==> src/rtl/double_arb_pkg.sv <==
// rtl/double_arb_pkg.sv - shared types, widths and bus helpers for double_op_arbiter
package double_arb_pkg;

  localparam int DOUBLE_W = 64;
  localparam int MAX_REQ  = 8;
  localparam int OWNER_W  = 3;
  localparam int BUS_W    = MAX_REQ * DOUBLE_W;

  function automatic int tag_w(input int n);
    return (n <= 2) ? 1 : $clog2(n);
  endfunction

  // Owner field sized for the largest supported requester count.
  typedef struct packed {
    logic               valid;
    logic [OWNER_W-1:0] owner;
  } tag_t;

  function automatic logic [DOUBLE_W-1:0] word_at(input logic [BUS_W-1:0] bus, input int idx);
    return bus[idx*DOUBLE_W +: DOUBLE_W];
  endfunction

endpackage

==> src/rtl/double_arb_rr.sv <==
// rtl/double_arb_rr.sv - combinational round-robin picker, searches upward from ptr with wrap
import double_arb_pkg::*;

module double_arb_rr #(
  parameter int NUM_REQ = 4,
  parameter int PTR_W   = tag_w(NUM_REQ)
) (
  input  logic [NUM_REQ-1:0] eligible,
  input  logic [PTR_W-1:0]   ptr,
  output logic [NUM_REQ-1:0] grant,
  output logic [PTR_W-1:0]   grant_idx,
  output logic               grant_any
);

  logic [PTR_W-1:0] idx;

  always_comb begin
    grant     = '0;
    grant_idx = '0;
    grant_any = 1'b0;
    idx       = '0;
    for (int k = 0; k < NUM_REQ; k++) begin
      idx = PTR_W'((int'(ptr) + k) % NUM_REQ);
      if (!grant_any && eligible[idx]) begin
        grant_any  = 1'b1;
        grant[idx] = 1'b1;
        grant_idx  = idx;
      end
    end
  end

endmodule

==> src/rtl/double_op_arbiter.sv <==
// rtl/double_op_arbiter.sv - shares one pipelined 64-bit double operator among NUM_REQ requesters
// Optional per-requester accept counters on grant_cnt when DOUBLE_ARB_COUNT_EN is defined.
import double_arb_pkg::*;

module double_op_arbiter #(
  parameter int NUM_REQ = 4,
  parameter int LATENCY = 1
) (
  input  logic                        clk,
  input  logic                        rst,
  input  logic [NUM_REQ-1:0]          req_valid,
  input  logic [NUM_REQ*DOUBLE_W-1:0] req_data,
  output logic [NUM_REQ-1:0]          req_ready,
  output logic [DOUBLE_W-1:0]         op_a,
  input  logic [DOUBLE_W-1:0]         op_z,
  output logic [NUM_REQ-1:0]          res_valid,
  output logic [NUM_REQ*DOUBLE_W-1:0] res_data,
  input  logic [NUM_REQ-1:0]          res_ready
`ifdef DOUBLE_ARB_COUNT_EN
  ,
  output logic [NUM_REQ*16-1:0]       grant_cnt
`endif
);

  localparam int PTR_W = tag_w(NUM_REQ);

  logic [NUM_REQ-1:0] busy;
  logic [PTR_W-1:0]   ptr;
  logic [NUM_REQ-1:0] eligible;
  logic [NUM_REQ-1:0] grant;
  logic [PTR_W-1:0]   grant_idx;
  logic               grant_any;
  logic [BUS_W-1:0]   req_bus;
  logic [NUM_REQ-1:0] consume;
  tag_t               out_tag;

  // One extra stage over LATENCY accounts for op_a itself being registered.
  tag_t tag_pipe [LATENCY+1];

  assign eligible  = req_valid & ~busy;
  assign req_bus   = BUS_W'(req_data);
  assign consume   = res_valid & res_ready;
  assign out_tag   = tag_pipe[LATENCY];
  assign req_ready = rst ? '0 : grant;

  double_arb_rr #(
    .NUM_REQ (NUM_REQ),
    .PTR_W   (PTR_W)
  ) u_rr (
    .eligible  (eligible),
    .ptr       (ptr),
    .grant     (grant),
    .grant_idx (grant_idx),
    .grant_any (grant_any)
  );

  always_ff @(posedge clk or posedge rst) begin
    if (rst) begin
      op_a      <= '0;
      ptr       <= '0;
      busy      <= '0;
      res_valid <= '0;
      res_data  <= '0;
      for (int s = 0; s <= LATENCY; s++) begin
        tag_pipe[s] <= '0;
      end
    end else begin
      if (grant_any) begin
        op_a        <= word_at(req_bus, int'(grant_idx));
        tag_pipe[0] <= '{valid: 1'b1, owner: OWNER_W'(grant_idx)};
        ptr         <= PTR_W'((int'(grant_idx) + 1) % NUM_REQ);
      end else begin
        op_a        <= '0;
        tag_pipe[0] <= '0;
      end
      for (int s = 1; s <= LATENCY; s++) begin
        tag_pipe[s] <= tag_pipe[s-1];
      end
      for (int j = 0; j < NUM_REQ; j++) begin
        if (grant[j]) begin
          busy[j] <= 1'b1;
        end else if (consume[j]) begin
          busy[j] <= 1'b0;
        end
        // A single outstanding operand per owner means capture and consume never collide.
        if (out_tag.valid && out_tag.owner == OWNER_W'(j)) begin
          res_valid[j]                       <= 1'b1;
          res_data[j*DOUBLE_W +: DOUBLE_W] <= op_z;
        end else if (consume[j]) begin
          res_valid[j] <= 1'b0;
        end
      end
    end
  end

`ifdef DOUBLE_ARB_COUNT_EN
  always_ff @(posedge clk or posedge rst) begin
    if (rst) begin
      grant_cnt <= '0;
    end else begin
      for (int j = 0; j < NUM_REQ; j++) begin
        if (grant[j]) begin
          grant_cnt[j*16 +: 16] <= grant_cnt[j*16 +: 16] + 16'd1;
        end
      end
    end
  end
`endif

endmodule
==> config.mk <==
export PLATFORM = sky130hd
export DESIGN_NAME = double_op_arbiter
export DESIGN_NICKNAME = d
export VERILOG_FILES = /design/src/rtl/double_arb_pkg.sv /design/src/rtl/double_arb_rr.sv /design/src/rtl/double_op_arbiter.sv
export SDC_FILE = /design/constraint.sdc
export NUM_CORES = 1
export LEC_CHECK = 0
export CAP_MARGIN = 20
export CORE_AREA = 2 2 257 259
export CTS_BUF_LIST = sky130_fd_sc_hd__clkbuf_8
export CTS_CLUSTER_SIZE = 16
export DETAILED_ROUTE_END_ITERATION = 10
export DIE_AREA = 0 0 259 261
export SYNTH_ARGS = -nofsm -noshare
export SYNTH_HDL_FRONTEND = slang
export SYNTH_HIERARCHICAL = 1
export SYNTH_SLANG_ARGS = --single-unit
==> constraint.sdc <==
create_clock -name clk -period 32.1 [get_ports clk]
set_input_delay 6.42 -clock clk [delete_from_list [all_inputs] [get_ports clk]]
set_output_delay 6.42 -clock clk [all_outputs]
set_load 0.05 [all_outputs]
==> results.md, run 1 <==
* HPWL after DPL at 38.4 mm
* Outcome: complete, no violations
* Syn nets at 1259
* WHS Endpoint: out_tag[1]
* Final slew viol count at 0
* Max Cap Viol at 0
* Sequential cell area fraction in the yosys report at 58.8%
* Switching power total at 1.47 mW
* Area Growth Syn to Fin at 59.8%
* Comb pwr share at 62.5%
* Hold_buf cts at 0
* Warnings from Yosys at 6
* CP Class: in -> out
* Routed Antenna Nets at 0
* Initial antenna violation count at 5
* Flop pwr share at 24.7%
* CP endpoint kind: primary output
* Die footprint at 0.0676 mm²
* Final worst slack at 16.30 ns
* Root Buffer Master: clkbuf_8
* CP arrival at 9.38 ns
* First-pass GRT wire length at 72.8 mm
* Leak at 9.61 nW
* Overflow left after global routing at 0
* Synthesized area per cell at 15.5 µm²
* Terminus of the critical flop-to-flop path: op_a[6]
* CP Data Required Time at 25.68 ns
* Max Freq at 63.3 MHz
* Drt total wl at 50.5 mm
* Num CTS Buffers at 60
* DR DRC count at 0
* Clock latency at the later pin of the worst-skew pair at 0.63 ns
* Row cnt at 94
* Total global-route track usage at 14.3%
* Design Power at 3.02 mW
* Hold_sp: tag_pipe[5]
* R2R setup slack at 27.89 ns
* Largest net degree at the start of global routing at 125
* Ports at 658
* Worst hold stages at 0
* Slew @ Worst Pin at 1.01 ns
* DR WL/cell at 20.2 µm
* Resized Gates After CTS at 0
* Hold WC Path Type: reg -> reg
* Setup repair after global routing missed its margin: false
* Die Width at 259 µm
* Fin Setup TNS at 0 ns
* Clock power share at 12.8%
* R2r startpoint: ptr[0]
* Post-Syn Area at 0.0143 mm²
* Final core utilization at 35.2%
* Top_reg_cell synth: dfrtp_1
* PwrDens at 132 mW/mm²
* Clk slew on worst S/H paths at 0.06 ns
* Fin nets at 1932
* Yosys cell types at 36
* Post-CTS Setup Bufs at 0
* Iter 0 DRT Violations at 515
* Slew margin rel. at 32.7%
* Fillcell total at 6245
* Global placer's final weighted congestion at 0.833
* CORE AREA at 0.0650 mm²
* Post-synth EDFFs at 0
* Htree depth at 2
* Initial Utilization at 22.0%
* CTS tree: yes
* Maximum clock insertion buffer count at 3
* First-pass iteration count of the detailed router at 4
* Vias in the first global route at 11300
* Ys async rst share at 100%
* Endpoints failing hold at 0
* Internal Power at 1.55 mW
* Clock Skew at 0.0284 ns
* Via count at 10600
* Final setup vio count at 0
* Worst vdd ir at 0.0962 mV
* Switching Share at 48.6%
* Synth Instances at 924
* Synthesized flop and latch total at 336
* Die H at 261 µm
* Cell depth of the worst flop-to-flop path at 9
* Share of cells above drive strength 1 at 15.3%
* CP max FO at 13
* Clk sinks at 336
* CP Launch Type: input pin
* Vias/cell at 4.22
* Final worst-path cycle share at 49.2%
* Tmin final at 15.80 ns
* Dpl ws at 16.36 ns
* Port bufs at 657
==> power groups by stage <==
stage / sequential (mW) / clock, mW / combinational (mW)
final: 0.746 / 0.386 / 1.89
after CTS: 0.749 / 0.404 / 1.90
after floorplan: 1.44 / 0 / 0.587
after detailed placement: 0.755 / 0 / 1.90
after global placement: 0.747 / 0 / 1.88
after global routing: 0.772 / 0.423 / 1.97
==> cells in the mapped netlist (all sizes together) (2+ instances only) <==
cell	n	area (µm²)
a21o	5	37.5
a21oi	2	10.0
a22oi	8	60.1
buf	49	382
clkbuf	11	41.3
dfrtp	336	8410
ha	5	62.6
inv	11	41.3
mux2	258	3210
mux2i	130	1300
mux4	4	97.6
nand2	6	22.5
nand2b	2	12.5
nand3b	2	15.0
nor2	3	11.3
nor2b	8	50.1
o21ai	8	40.0
o22ai	64	400
==> per-stage QoR <==
step | hold slack, ns | cells | instance area [µm²]
4_1_cts | 0.345 | 2502 | 22900
6_report | 0.344 | 2504 | 22900
5_1_grt | 0.358 | 2504 | 22900
3_3_place_gp | 0.333 | 2399 | 21700
3_5_place_dp | 0.335 | 2399 | 21700
2_1_floorplan | 0.331 | 924 | 14300
==> worst max path at each step <==
stage,from,endpoint,slack (ns),depth (start not counted)
finish,req_valid[2],req_ready[2],16.30,8
global route,req_valid[2],req_ready[2],16.19,8
CTS,req_valid[2],req_ready[2],16.36,8
detailed placement,req_valid[3],req_ready[2],16.36,8
global placement,req_valid[2],req_ready[2],16.44,8
floorplan,rst,busy[0],16.37,1
==> cells in the final DEF (no fill, tap or decap), types with 2 or more instances in the layout <==
master           Yosys  final
clkdlybuf4s50_1      0    657
dfrtp_1            336    336
mux2i_1            130    130
mux2_1             116    116
mux2_4              80     80
clkbuf_8             0     71
o22ai_1             64     64
mux2_2              62     62
inv_1               11     29
buf_4               13     13
nor2b_1              8      8
o21ai_0              8      8
clkinv_2             0      8
a22oi_1              8      8
nand2_1              6      5
a21o_1               5      5
ha_1                 5      5
nor2_1               3      3
inv_6                0      3
diode_2              0      2
nand3b_1             2      2
a21oi_1              2      2
mux4_2               2      2
mux4_1               2      2
==> final cells by class <==
type / instances / area [µm²] / area share [%]
diodes: 2 / 5.00 / 0.0219
repair buffers: 671 / 6690 / 29.3
inverters: 11 / 48.8 / 0.213
clock buffers: 71 / 977 / 4.27
multi-input cells: 517 / 5470 / 23.9
well taps: 864 / 1080 / 4.73
flip-flops and latches: 336 / 8410 / 36.8
clock inverters: 32 / 176 / 0.772
==> cell families after synthesis <==
logic type	synth area share (%)
AND/OR/NAND/NOR	1.25
buffers and inverters	3.24
adder cells (fa/ha/maj)	0.437
multiplexers	32.2
XOR/XNOR	0.0612
AO/OA/AOI/OAI	4.07
flip-flops	58.8
==> metal layers <==
metal / wire length, µm / global-route usage (%) / vias up
met3: 3940 / 4.44 / 109
met1: 19300 / 16.2 / 5220
met4: 2040 / 6.45 / 4
met2: 25100 / 24.7 / 506
met5: 27 / 0 / -
li1: - / - / 4719
==> registers in the layout (all words and copies together) (netlist names) <==
register / count
res_data: 256
op_a: 64
busy: 4
res_valid: 4
out_tag: 3
tag_pipe: 3
ptr: 2
==> critical path, stage by stage <==
cell and delay (ns):
clkdlybuf4s50_1 0.40, nor2b_1 0.18, mux4_2 0.64, nor4b_4 0.47
a22oi_1 0.13, o21ai_0 0.16, nor2b_1 0.17, clkdlybuf4s50_1 0.82
Power figures use the tool's default switching activity.
==> inputs of run 2 (changes only) <==
==> constraint.sdc (replaced) <==
create_clock -name clk -period 14.8 [get_ports clk]
set_input_delay 2.96 -clock clk [delete_from_list [all_inputs] [get_ports clk]]
set_output_delay 2.96 -clock clk [all_outputs]
set_load 0.05 [all_outputs]
==> run 2 against run 1 <==
Critical path depth is the same. Die area is the same. Sequential share of layout area is essentially flat. Via count shrank 0.10%. Design area shrank 0.10%. Count of clock-buffer cells in the layout shrank 1. Sequential power grew 120%. Hold slack gained 0.0016 ns. Largest cell class unchanged.
==> results.md, run 2 (synthesized netlist as in run 1, its figures left out) <==
* Leading registers by flop count: res_data x256, op_a x64
* Slew @ Worst Pin at 1.15 ns (+0.140 ns)
* Initial Utilization at 22.0% (unchanged)
* Vias in the first global route at 11200 (-0.64%)
* CP endpoint kind: primary output
* Row cnt at 94 (unchanged)
* Endpoints failing hold at 0 (unchanged)
* Clock power share at 12.6% (-0.2 points)
* Cell Count, Final, Fillers Out at 2502 (-0.080%)
* Leak at 9.62 nW (about the same)
* Outcome: complete, no violations
* Internal Power at 3.36 mW (+120%)
* Routed Antenna Nets at 0 (unchanged)
* Comb pwr share at 62.6% (about the same)
* Fin Setup TNS at 0 ns (unchanged)
* CP max FO at 13 (unchanged)
* Die H at 261 µm (unchanged)
* Htree depth at 2 (unchanged)
* Flop pwr share at 24.8% (about the same)
* Area occupied by multi-input gates at 0.00547 mm² (unchanged)
* Die Width at 259 µm (unchanged)
* Share of cells above drive strength 1 at 14.9% (-0.36 points)
* Ports at 658 (unchanged)
* DR WL/cell at 20.2 µm (+0.48%)
* Top reg by flops: res_data
* CP arrival at 5.89 ns (-3.49 ns)
* Clock Skew at 0.0206 ns (-0.00780 ns)
* Drt total wl at 50.7 mm (+0.40%)
* Fillcell total at 6288 (+0.69%)
* Final worst-path cycle share at 59.8%
* DR DRC count at 0 (unchanged)
* Setup repair after global routing missed its margin: false
* Initial antenna violation count at 4 (-1)
* Die footprint at 0.0676 mm² (unchanged)
* Clock latency at the later pin of the worst-skew pair at 0.63 ns (about the same)
* CP Class: in -> out
* Hold_buf cts at 0 (unchanged)
* CTS tree: yes
* CP Launch Type: input pin
* Global placer's final weighted congestion at 0.826 (-0.84%)
* Clk slew on worst S/H paths at 0.05 ns (about the same)
* Iter 0 DRT Violations at 559 (+8.5%)
* Total global-route track usage at 14.4% (+0.076 points)
* Vias/cell at 4.22 (about the same)
* Num CTS Buffers at 60 (unchanged)
* Max reg flops at 256 (unchanged)
* Slew margin rel. at 23.4% (-9.3 points)
* Via count at 10500 (-0.10%)
* Seq. cell area at 0.00841 mm² (unchanged)
* Switching power total at 3.18 mW (+120%)
* Hold_sp: tag_pipe[4]
* Final core utilization at 35.1% (-0.037 points)
* Post-CTS Setup Bufs at 0 (unchanged)
* Commonest non-fill, non-tap cell in the layout: clkdlybuf4s50_1
* Max Cap Viol at 0 (unchanged)
* Overflow left after global routing at 0 (unchanged)
* Fin nets at 1932 (unchanged)
* Worst vdd ir at 0.278 mV (+190%)
* Maximum clock insertion buffer count at 3 (unchanged)
* Final setup vio count at 0 (unchanged)
* Tmin final at 8.85 ns
* PwrDens at 286 mW/mm² (+120%)
* HPWL after DPL at 38.4 mm (+0.10%)
* CP Data Required Time at 11.84 ns (-13.84 ns)
* Hold WC Path Type: reg -> reg
* Clk sinks at 336 (unchanged)
* Inst Count DP at 2399 (unchanged)
* Port bufs at 657 (unchanged)
* Most frequent cells in the layout: clkdlybuf4s50_1, dfrtp_1, mux2i_1
* Largest net degree at the start of global routing at 132 (+5.6%)
* Resized Gates After CTS at 0 (unchanged)
* CORE AREA at 0.0650 mm² (unchanged)
* Design Power at 6.54 mW (+120%)
* R2r startpoint: ptr[0]
* First-pass GRT wire length at 73.2 mm (+0.59%)
* First-pass iteration count of the detailed router at 4 (unchanged)
* Area Growth Syn to Fin at 59.6%
* Final slew viol count at 0 (unchanged)
* Root Buffer Master: clkbuf_8
* Critical Path Start: req_valid[2]
* Switching Share at 48.6% (about the same)
* Max Freq at 113 MHz
-- run 2: cell count changes in the layout (fill, tap and decap cells not counted) --
cell      previous run  this run
buf_8                0         1
inv_8                1         2
clkinv_2             8         6
inv_1               29        34
clkinv_4             1         0
inv_6                3         0
diode_2              2         1
clkbuf_8            71        70
buf_4               13        12
-- run 2: power by group through the flow --
stage	clock network [mW]	registers, mW	logic (mW)
2_1_floorplan	0	3.13	1.27
3_3_place_gp	0	1.62	4.08
3_5_place_dp	0	1.64	4.12
4_1_cts	0.860	1.63	4.12
5_1_grt	0.908	1.68	4.26
6_report	0.823	1.62	4.10
-- run 2: worst paths after layout --
| check | to | slack (ns) | cells after the start |
|---|---|---|---|
| max | req_ready[1] | 5.95 | 8 |
| min | out_tag[0] | 0.35 | 0 |
| max reg2reg | op_a[10] | 10.79 | 9 |
| min reg2reg | out_tag[0] | 0.35 | 0 |
| max in group asynchronous | res_data[61] | 9.72 | 4 |
| min in group asynchronous | res_valid[1] | 2.99 | 2 |
-- run 2: cell type report --
type | count | share of cell area (%)
Antenna cell | 1 | 0.0110
Clock buffer | 70 | 4.22
Clock inverter | 32 | 0.707
Inverter | 11 | 0.214
Multi-Input combinational cell | 517 | 24.0
Sequential cell | 336 | 36.8
Tap cell | 864 | 4.73
Timing Repair Buffer | 671 | 29.3
-- run 2: layer usage --
metal / vias to the layer above / wire, µm / track usage (%)
met5: - / 13 / 0
met1: 5246 / 19600 / 16.6
met4: 2 / 1370 / 4.67
met3: 81 / 4180 / 4.66
li1: 4722 / - / -
met2: 496 / 25500 / 25.1
-- run 2: stage by stage --
| step | hold slack (ns) | worst slack, ns | cell area [µm²] |
|---|---|---|---|
| floorplan | 0.331 | 2.53 | 14300 |
| global placement | 0.333 | 6.04 | 21700 |
| detailed placement | 0.337 | 5.98 | 21700 |
| CTS | 0.349 | 5.98 | 22800 |
| global route | 0.367 | 5.82 | 22800 |
| finish | 0.346 | 5.95 | 22800 |
-- run 2: critical path, cell delays in order --
cell             delay (ns)
clkdlybuf4s50_1        0.39
nor2b_1                0.18
mux4_2                 0.63
nor4b_4                0.46
a22oi_1                0.10
o21ai_0                0.17
nor2b_1                0.17
clkdlybuf4s50_1        0.81
==> inputs of run 3 (changes only) <==
==> constraint.sdc (replaced) <==
create_clock -name clk -period 8.7 [get_ports clk]
set_input_delay 1.74 -clock clk [delete_from_list [all_inputs] [get_ports clk]]
set_output_delay 1.74 -clock clk [all_outputs]
set_load 0.05 [all_outputs]
==> run 3 against run 2 <==
Die area stayed put. Power is 72% higher. Combinational power rose by 69%. Sequential power increased by 70%. Hold slack better by 0.0023 ns. First-iteration DRC count decreased by 15%. Setup slack worse by 3.7 ns. Clock power is 87% higher. Global-route usage down 0.17 points. Via count grew 0.24%. Register-to-register slack got worse by 6.2 ns.
==> results.md, run 3 (synthesized netlist as in run 1, its figures left out) <==
* CP Data Required Time at 6.96 ns (-4.88 ns)
* R2r startpoint: ptr[0]
* Worst vdd ir at 0.348 mV (+25%)
* CP Cell Sequence: clkdlybuf4s50_1 > nor2b_1 > mux4_2 > nor4b_4 > a22oi_1 > o21ai_0 > nor2b_1 > clkdlybuf4s50_1
* Die Width at 259 µm (unchanged)
* Max Cap Viol at 0 (unchanged)
* Outcome: complete, no violations
* Worst Hold Slack at 0.348 ns (+0.00227 ns)
* Clock power share at 13.7% (+1.1 points)
* Share of cells above drive strength 1 at 15.6% (+0.73 points)
* Total global-route track usage at 14.2% (-0.17 points)
* Slew @ Worst Pin at 1.07 ns (-0.0744 ns)
* Worst hold stages at 0 (unchanged)
* Final slew viol count at 0 (unchanged)
* Vias in the first global route at 11300 (+0.79%)
* Comb pwr share at 61.7% (-0.9 points)
* Final core utilization at 35.3% (+0.23 points)
* Clock latency at the later pin of the worst-skew pair at 0.64 ns (about the same)
* CP arrival at 4.68 ns (-1.21 ns)
* Internal Power at 5.81 mW (+73%)
* CP peak stage delay at 0.81 ns (about the same)
* Final setup vio count at 0 (unchanged)
* DR WL met2 at 26.0 mm (+2.1%)
* Overflow left after global routing at 0 (unchanged)
* DR DRC count at 0 (unchanged)
* Top reg by flops: res_data
* Drt total wl at 50.5 mm (-0.23%)
* Iter 0 DRT Violations at 476 (-15%)
* CP Launch Type: input pin
* Clk slew on worst S/H paths at 0.06 ns (about the same)
* PwrDens at 488 mW/mm² (+70%)
* Switching Share at 48.3% (-0.33 points)
* R2R setup slack at 4.57 ns (-6.22 ns)
* Clock Skew at 0.0191 ns (-0.00143 ns)
* Maximum clock insertion buffer count at 3 (unchanged)
* Max Used Layer: met5
* Port bufs at 657 (unchanged)
* Global placer's final weighted congestion at 0.852 (+3.2%)
* Largest net degree at the start of global routing at 155 (+17%)
* Routed Antenna Nets at 0 (unchanged)
* Setup repair after global routing missed its margin: false
* Routed length on met1 at 19.1 mm (-2.7%)
* Hold WC Path Type: reg -> reg
* Slew margin rel. at 28.4% (+5.0 points)
* Leak at 9.66 nW (+0.47%)
* Die footprint at 0.0676 mm² (unchanged)
* WHS Endpoint: out_tag[0]
* Row cnt at 94 (unchanged)
* Switching power total at 5.42 mW (+70%)
* Ports at 658 (unchanged)
* Routed length on met3 at 4.12 mm (-1.4%)
* Num CTS Buffers at 60 (unchanged)
* Cell Count, Final, Fillers Out at 2509 (+0.28%)
* DR WL/cell at 20.1 µm (-0.51%)
* Final worst-path cycle share at 73.8%
* Via count at 10600 (+0.24%)
* Root Buffer Master: clkbuf_8
* Endpoints failing hold at 0 (unchanged)
* Vias/cell at 4.21 (about the same)
* First-pass iteration count of the detailed router at 4 (unchanged)
* Initial Utilization at 22.0% (unchanged)
* Hold_buf cts at 0 (unchanged)
* CP endpoint kind: primary output
* Fin nets at 1931 (-0.052%)
* Leading registers by flop count: res_data x256, op_a x64
* Max reg flops at 256 (unchanged)
* Design Power at 11.2 mW (+72%)
* Area Growth Syn to Fin at 60.7%
* Commonest non-fill, non-tap cell in the layout: clkdlybuf4s50_1
* CP Class: in -> out
* Cell depth of the worst flop-to-flop path at 10 (+1)
* Tmin final at 6.42 ns
* Most frequent cells in the layout: clkdlybuf4s50_1, dfrtp_1, mux2i_1
* Slowest cell on the critical path: clkdlybuf4s50_1
* CORE AREA at 0.0650 mm² (unchanged)
* Post-CTS Setup Bufs at 0 (unchanged)
* Initial antenna violation count at 6 (+2)
* HPWL after DPL at 37.6 mm (-2.1%)
* Htree depth at 2 (unchanged)
* Hold_sp: tag_pipe[4]
* Die H at 261 µm (unchanged)
* First-pass GRT wire length at 72.8 mm (-0.52%)
* Terminus of the critical flop-to-flop path: op_a[7]
* Clk sinks at 336 (unchanged)
* Max Freq at 156 MHz
* Resized Gates After CTS at 0 (unchanged)
* Inst Count DP at 2398 (-0.042%)
* Flop pwr share at 24.6% (-0.2 points)
* Fin Setup TNS at 0 ns (unchanged)
* CP max FO at 13 (unchanged)
* CTS tree: yes
==> run 3: cell types whose count changed in the layout (fill, tap and decap cells not counted), sizes merged <==
cell,delta
clkbuf,+7
inv,-6
clkinv,+3
clkinvlp,+3
buf,-1
bufinv,+1
==> run 3: stage by stage <==
stage               cell area (µm²)  worst slack (ns)
finish                        23000              2.28
global route                  23000              2.17
CTS                           23000              2.33
detailed placement            21700              2.33
global placement              21700              2.39
floorplan                     14300              2.47
==> run 3: how the worst max path moves through the flow <==
stage	start	to	slack, ns	depth (start not counted)
finish	req_valid[2]	req_ready[1]	2.28	8
global route	req_valid[2]	req_ready[1]	2.17	8
CTS	req_valid[2]	req_ready[1]	2.33	8
detailed placement	req_valid[2]	req_ready[1]	2.33	8
global placement	req_valid[2]	req_ready[0]	2.39	8
floorplan	rst	busy[0]	2.47	1
==> run 3: metal layers <==
| layer | track usage (%) | vias up |
|---|---|---|
| met5 | 0 | - |
| met4 | 4.87 | 6 |
| met3 | 4.61 | 93 |
| met2 | 25.2 | 511 |
| met1 | 16.0 | 5241 |
| li1 | - | 4721 |
==> run 3: layout make-up <==
class / count / area (µm²)
Clock inverter: 33 / 208
Multi-Input combinational cell: 517 / 5470
Antenna cell: 1 / 2.50
Tap cell: 864 / 1080
Fill cell: 6251 / 42100
Clock buffer: 77 / 1060
Inverter: 11 / 45.0
Timing Repair Buffer: 670 / 6710
Sequential cell: 336 / 8410
==> run 3: power by group through the flow <==
stage | logic, mW | clock network (mW) | registers [mW]
floorplan | 2.17 | 0 | 5.32
global placement | 6.92 | 0 | 2.75
detailed placement | 6.97 | 0 | 2.79
CTS | 6.98 | 1.61 | 2.77
global route | 7.21 | 1.68 | 2.85
finish | 6.93 | 1.54 | 2.76
==> run 3: critical path: cells and delay by family <==
family | cells | cell delay (ns)
AOI/OAI and AO/OA | 2 | 0.29
and+or+nand+nor | 3 | 0.81
muxes | 1 | 0.64
buffers and inverters | 2 | 1.20
